[config.mk]
export PLATFORM = sky130hd
export DESIGN_NAME = hazard3_debug_entry
export DESIGN_NICKNAME = d
export VERILOG_FILES = /design/src/rtl/hazard3_debug_entry.sv
export SDC_FILE = /design/constraint.sdc
export NUM_CORES = 1
export LEC_CHECK = 0
export CAP_MARGIN = 10
export CORE_ASPECT_RATIO = 0.9
export CORE_MARGIN = 3
export CORE_UTILIZATION = 34
export CTS_BUF_LIST = sky130_fd_sc_hd__clkbuf_16
export DETAILED_ROUTE_END_ITERATION = 12
export GPL_TIMING_DRIVEN = 0
export PLACE_DENSITY = 0.78
export SKIP_LAST_GASP = 1
export SLEW_MARGIN = 20
export SYNTH_ARGS = -nofsm -noshare
export SYNTH_HDL_FRONTEND = slang
export SYNTH_SLANG_ARGS = --single-unit
[constraint.sdc]
create_clock -name clk -period 2.5 [get_ports clk]
set_input_delay 0.5 -clock clk [delete_from_list [all_inputs] [get_ports clk]]
set_output_delay 0.5 -clock clk [all_outputs]
set_load 0.005 [all_outputs]
[src/rtl/hazard3_debug_entry.sv]
// Debug-mode entry/exit sequencer: arbitrates halt causes, owns dpc and dcsr.cause.
// Define HAZARD3_DEBUG_STEP_EN to build the single-step logic.
module hazard3_debug_entry #(
    parameter int unsigned W_ADDR = 32
) (
    input  logic              clk,
    input  logic              rst_n,
    input  logic              trig_break_any,
    input  logic              trig_break_d_mode,
    input  logic              ebreak_d,
    input  logic              dbg_req_halt,
    input  logic              dbg_req_resume,
    input  logic              dcsr_step,
    input  logic              instr_retire,
    input  logic [W_ADDR-1:0] pc,
    input  logic [W_ADDR-1:0] pc_next,
    input  logic              x_ready,
    input  logic              dpc_wen,
    input  logic [W_ADDR-1:0] dpc_wdata,
    output logic              m_trap_req,
    output logic              d_entry_req,
    output logic              resume_req,
    output logic [W_ADDR-1:0] resume_pc,
    output logic              d_mode,
    output logic              dbg_halted,
    output logic              dbg_resumeack,
    output logic [W_ADDR-1:0] dpc,
    output logic [2:0]        dcsr_cause
);

    localparam logic [1:0] S_RUN    = 2'd0;
    localparam logic [1:0] S_PEND   = 2'd1;
    localparam logic [1:0] S_HALTED = 2'd2;
    localparam logic [1:0] S_RESUME = 2'd3;

    localparam logic [2:0] CAUSE_EBREAK  = 3'd1;
    localparam logic [2:0] CAUSE_TRIGGER = 3'd2;
    localparam logic [2:0] CAUSE_HALTREQ = 3'd3;
    localparam logic [2:0] CAUSE_STEP    = 3'd4;

    logic [1:0]        state_q, state_d;
    logic [W_ADDR-1:0] dpc_q, dpc_d;
    logic [2:0]        cause_q, cause_d;
    logic              resumeack_q, resumeack_d;

    logic              in_run;
    logic              trig_d_cause;
    logic              step_cause;
    logic              any_d_cause;
    logic [W_ADDR-1:0] step_pc;

    assign in_run       = (state_q == S_RUN);
    assign trig_d_cause = in_run && trig_break_any && trig_break_d_mode;
    assign any_d_cause  = in_run && (trig_d_cause || ebreak_d || dbg_req_halt || step_cause);

`ifdef HAZARD3_DEBUG_STEP_EN
    logic step_pend_q, step_pend_d;

    assign step_cause = in_run && step_pend_q && instr_retire;
    assign step_pc    = pc_next;

    // Armed on the way out of Debug mode; any cause taken in RUN disarms it.
    always_comb begin
        step_pend_d = step_pend_q;
        if (state_q == S_RESUME && x_ready) begin
            step_pend_d = dcsr_step;
        end else if (in_run && (instr_retire || any_d_cause)) begin
            step_pend_d = 1'b0;
        end
    end

    always_ff @(posedge clk or negedge rst_n) begin
        if (!rst_n) begin
            step_pend_q <= 1'b0;
        end else begin
            step_pend_q <= step_pend_d;
        end
    end
`else
    logic unused_step;

    assign step_cause  = 1'b0;
    assign step_pc     = pc;
    assign unused_step = ^{dcsr_step, instr_retire, pc_next};
`endif

    // Redirect handshake: d_entry_req / resume_req are the valid, held high
    // and stable until the X stage asserts x_ready; the transfer completes
    // on the clock edge where both are high.
    always_comb begin
        state_d     = state_q;
        dpc_d       = dpc_q;
        cause_d     = cause_q;
        resumeack_d = 1'b0;
        case (state_q)
            S_RUN: begin
                if (any_d_cause) begin
                    state_d = S_PEND;
                    dpc_d   = pc;
                    if (trig_d_cause) begin
                        cause_d = CAUSE_TRIGGER;
                    end else if (ebreak_d) begin
                        cause_d = CAUSE_EBREAK;
                    end else if (dbg_req_halt) begin
                        cause_d = CAUSE_HALTREQ;
                    end else begin
                        cause_d = CAUSE_STEP;
                        dpc_d   = step_pc;
                    end
                end
            end
            S_PEND: begin
                if (x_ready) begin
                    state_d = S_HALTED;
                end
            end
            S_HALTED: begin
                if (dpc_wen) begin
                    dpc_d = dpc_wdata;
                end
                if (dbg_req_resume) begin
                    state_d = S_RESUME;
                end
            end
            S_RESUME: begin
                if (x_ready) begin
                    state_d     = S_RUN;
                    resumeack_d = 1'b1;
                end
            end
            default: begin
                state_d = S_RUN;
            end
        endcase
    end

    always_ff @(posedge clk or negedge rst_n) begin
        if (!rst_n) begin
            state_q     <= S_RUN;
            dpc_q       <= '0;
            cause_q     <= 3'd0;
            resumeack_q <= 1'b0;
        end else begin
            state_q     <= state_d;
            dpc_q       <= dpc_d;
            cause_q     <= cause_d;
            resumeack_q <= resumeack_d;
        end
    end

    assign m_trap_req    = in_run && trig_break_any && !trig_break_d_mode && !any_d_cause;
    assign d_entry_req   = (state_q == S_PEND);
    assign resume_req    = (state_q == S_RESUME);
    assign d_mode        = (state_q == S_HALTED) || (state_q == S_RESUME);
    assign dbg_halted    = (state_q == S_HALTED);
    assign dbg_resumeack = resumeack_q;
    assign dpc           = dpc_q;
    assign resume_pc     = dpc_q;
    assign dcsr_cause    = cause_q;

endmodule
* Word-level counts from Yosys, hierarchy flattened *
Cells that the tools add are included.

cells by class
  $mul = 0
  bitwise logic cells = 0
  divide/modulo/power cells = 0
  add/sub/neg operators = 0
  equal/unequal tests = 8
  $lt $le $gt $ge = 0
  shift-type cells = 0
  multiplexer cells = 13
  reductions and logical operators = 15

operators with widths
  kind                count
  $mux 32             2
  $pmux 32 s2         1
  $mux 3              3
  $mux 2              4
  $ne 2x2->1 const B  4
  $pmux 2 s4          1
  $logic_and 1x1->1   5
  $eq 2x2->1 const B  2
  $reduce_and 4->1    1
  $logic_or 1x1->1    3
  $reduce_and 3->1    1
  $eq 2x1->1 const B  1
  $logic_not 1->1     2
  $logic_not 2->1     1
  $mux 1              2
  $ne 2x1->1 const B  1
  $reduce_and 2->1    1
  $reduce_bool 2->1   1

word-level totals
  bits in latches = 0
  bits in read-only memories = 0
  output and inout port bits = 73
  flip-flop bits (word level) = 38
  bits in writable memories = 0
  memories = 0

* Logic depth before layout (Yosys ltp) *
  depth in word-level cells = 8
  gate-level depth with buffers = 7
  gate-level depth less buffers = 5

* Worst setup path after synthesis *
No wires, ideal clock.

  kind = reg2reg
  start point = register state_q[0]
  end point = register dpc_q[23] (netlist: dpc[23])
  slack = 660 ps
  period minus slack after synthesis = 1840 ps
  required time = 2375 ps
  arrival = 1715 ps
  stages on the path, launching flop included = 7
  library setup time = 125 ps
  path through = dfrtp_1 inv_1 ha_1 buf_6 clkbuf_1 mux2_2 mux2_4

RTL lines
  element                                                    RTL line  RTL
  start, declared                                            41        logic [1:0] state_q, state_d;
  start signal, assigned                                     144       state_q <= state_d;
  $eq 2x2->1 *                                               -
  via dbg_halted                                             25        output logic dbg_halted,
  $ne 2x2->1 (no line) or $reduce_bool 2->1 (tied branches)  -
  $reduce_and 3->1 (no line)                                 -
  end signal, assigned                                       145       dpc_q <= dpc_d;
  end, declared                                              42        logic [W_ADDR-1:0] dpc_q, dpc_d;

Mark *: on every way through the listed nets, which the timed path passes. The rest lies on a longest branch.
A chain may end at the register's enable or synchronous reset.

* Final worst setup path *
  start point = register state_q[0]
  end point = output d_mode

on the way
  word-level cells in the longest chain between the ends = 2

ends and longest elaborated chain
  element             RTL line  RTL
  $eq 2x2->1          154       assign d_mode = (state_q == S_HALTED) || (state_q == S_RESUME);
  $logic_or 1x1->1 *  154
  end, declared       24        output logic d_mode,

Every way passes the cells marked *; elsewhere a longest branch is shown, timed or not.

==> impl_metrics.yaml <==
timing:
  tightest_slew_ps: 487
  setup_viol: 0
  drv_slew: 0
  finalCritPeriodShare_pct: 95.7
  rsz0062_at_grt: "false"
  period_needed_ps: 2390
  finalHoldViolCount: 0
  hold_ws_ps: 178
  skew_ps: 3.41
  fmax_mhz: 418
  slew_headroom_pct: 67.5
power_and_ir_drop:
  power_leakage_uw: 0.00175
  cellPowerDensity_mw_per_mm2: 1290
  ir_drop_v: 0.000673
  total_power_uw: 5190
die:
  core_area_sq_mm: 0.00635
  rows: 27
  die_h_um: 84.2
  start_util_pct: 36.3
  ios: 180
  dieWidth_um: 92.8
  die_area_sq_mm: 0.00781
worst_setup_path:
  startpoint_type: "flip-flop"
  cp.arrival_ps: 1890
  cpPeakStageDelay_ps: 450
  critPathSlowestCell: "clkdlybuf4s50_1"
  rr_worst_depth: 6
  critPathMaxFanout: 18
  worstPathRequired_ps: 2000
  crit_type: "reg -> out"
  end_kind: "output port"
  cp_cell_sequence: "inv_1 -> ha_1 -> buf_6 -> or2_2 -> clkdlybuf4s50_1"
synthesis:
  synth_area_sq_mm: 0.00231
  syn_avg_cell_area_sq_um: 13.7
  yosysTopAreaCell: "dfrtp_1"
  ys_seq_area_share_pct: 41.2
  postSynthCellCount: 169
  ys_types: 25
  yosysWarnings: 0
  synth_area_leaders: "dfrtp_1, mux2_4, mux2_2, buf_4, ha_1"
  synth_seq_cells: 38
  synth_top_area_share_pct: 41.2
  synth_nets: 280
detailed_routing:
  wl_per_cell_um: 15.7
  drc_errors: 0
  vias: 1803
  firstDrtPassIters: 4
  drt_wl_total_um: 6440
  drt_iter0_markers: 42
  avgViaCountPerCell: 4.40
  detail-route-antenna-nets: 0
grt:
  grt_pass1_vias: 2015
  grt_pass1_wl_um: 10500
  grt_max_degree: 21
  antenna_found_initial: 0
  grt.overflow.total: 0
  grt_util_all_layers_pct: 16.9
placed_design:
  dp_hpwl_um: 5160
  numPortBuffers: 145
  finalWeightedCongestion: 0.737
cts:
  tritoncts: "yes"
  htree_levels: 2
  cts_buffers: 5
  cts_sinks: 38
  clk_path_buf_depth: 2
  ctsResizeCount: 0
  clockRootBuffer: "clkbuf_16"
  clk_latency_ps: 280
  cts.clk_slew.worst_paths_ps: 60
finish:
  area_growth_pct: 74.9
  final_common_cell: "clkdlybuf4s50_1"
  final_nets: 433
  num_antenna_cells: 0
  drive_above_1_share_pct: 36.5
  mostFrequentLayoutCells: "clkdlybuf4s50_1, dfrtp_1, mux2_2"
worst_hold_path:
  hold_path_class: "in -> async"
run:
  maxCapViolations: 0
run_status:
  outcome: "complete, no violations"
[cell families (layout without fill, tap and decap cells)]
family / after synthesis / count (layout) / share of synthesized area (%)
muxes: 66 / 66 / 37.0
AOI/OAI and AO/OA: 9 / 9 / 3.96
and+or+nand+nor: 8 / 8 / 1.79
adders and majority gates: 4 / 4 / 2.17
buffers and inverters: 44 / 198 / 13.8
DFF: 38 / 38 / 41.2
[report_power, final]
group | switching [uW] | internal (uW)
clock | 243 | 364
combinational | 991 | 2380
sequential | 266 | 938
total | 1500 | 3690
[path summary, 6_finish.rpt]
| check | from | to | slack, ps |
|---|---|---|---|
| worst max-delay path | state_q[0] | d_mode | 110 |
| worst min-delay path | rst_n | dpc[17] | 180 |
| worst max register to register | state_q[0] | dpc[8] | 540 |
| worst min register to register | dcsr_cause[0] | dcsr_cause[0] | 490 |
| max in group asynchronous | rst_n | state_q[1] | 1850 |
| min in group clk | dcsr_cause[0] | dcsr_cause[0] | 490 |
[state kept, by name, summed over array words and instances (netlist names)]
name,flops
dpc,32
dcsr_cause,3
dbg_resumeack,1
state_q,2
[synthesized netlist by cell type]
library cell and instances:
a221oi_1 1, buf_6 4, a211oi_4 1, mux2_4 30, buf_4 32, mux2i_1 1, o22a_1 1, and4b_1 1
nor2_1 3, o21ai_0 1, or2_2 1, dfrtp_1 38, ha_1 4, and2_1 1, clkbuf_1 1, a21oi_4 1
nand2_1 2, a21oi_1 1, o32a_1 1, buf_2 2, clkbuf_2 1, mux2_2 35, inv_1 4, o21ba_2 1
o21a_1 1
[layout make-up]
type                       count  area [sq um]
inverter                       4          15.0
timing repair buffer         147          1480
clock inverter                 3          16.3
clock buffer                   5           125
fill                         498          2320
sequential                    38           951
buffer                        39           300
multi-input combinational     87          1040
tap                           87           109
[per-layer routing]
layer / global-route usage (%) / vias up / routed length [um]
met1: 20.8 / 849 / 2690
met3: 4.84 / 5 / 566
li1: - / 857 / -
met5: 0 / - / 0
met4: 3.20 / 0 / 34
met2: 29.8 / 92 / 3150
[per-stage QoR]
step / instance area [sq um] / std cells / setup slack [ps] / utilization, % / TNS, ps
2_1_floorplan: 2310 / 169 / 660 / - / 0
6_report: 4040 / 410 / 106 / 63.5 / 0
3_5_place_dp: 3890 / 402 / -7.69 / 61.2 / -7.69
4_1_cts: 4030 / 409 / 43.5 / 63.4 / 0
3_3_place_gp: 3870 / 401 / -54.2 / 60.9 / -1980
5_1_grt: 4040 / 410 / 15.8 / 63.5 / 0
[critical path: cells and delay by family (launching register included)]
family | cells | cell delay, ps
buf+inv | 3 | 710
fa+ha+maj | 1 | 230
flops | 1 | 380
simple gates | 1 | 300
[what timing repair did]
| action | CTS | global route |
|---|---|---|
| pin swaps | 0 | 0 |
| setup endpoints to repair | 1 | 1 |
| hold buffers | 0 | 0 |
| setup buffers | 0 | 1 |
Note: power is estimated with default switching activity, not from simulation.
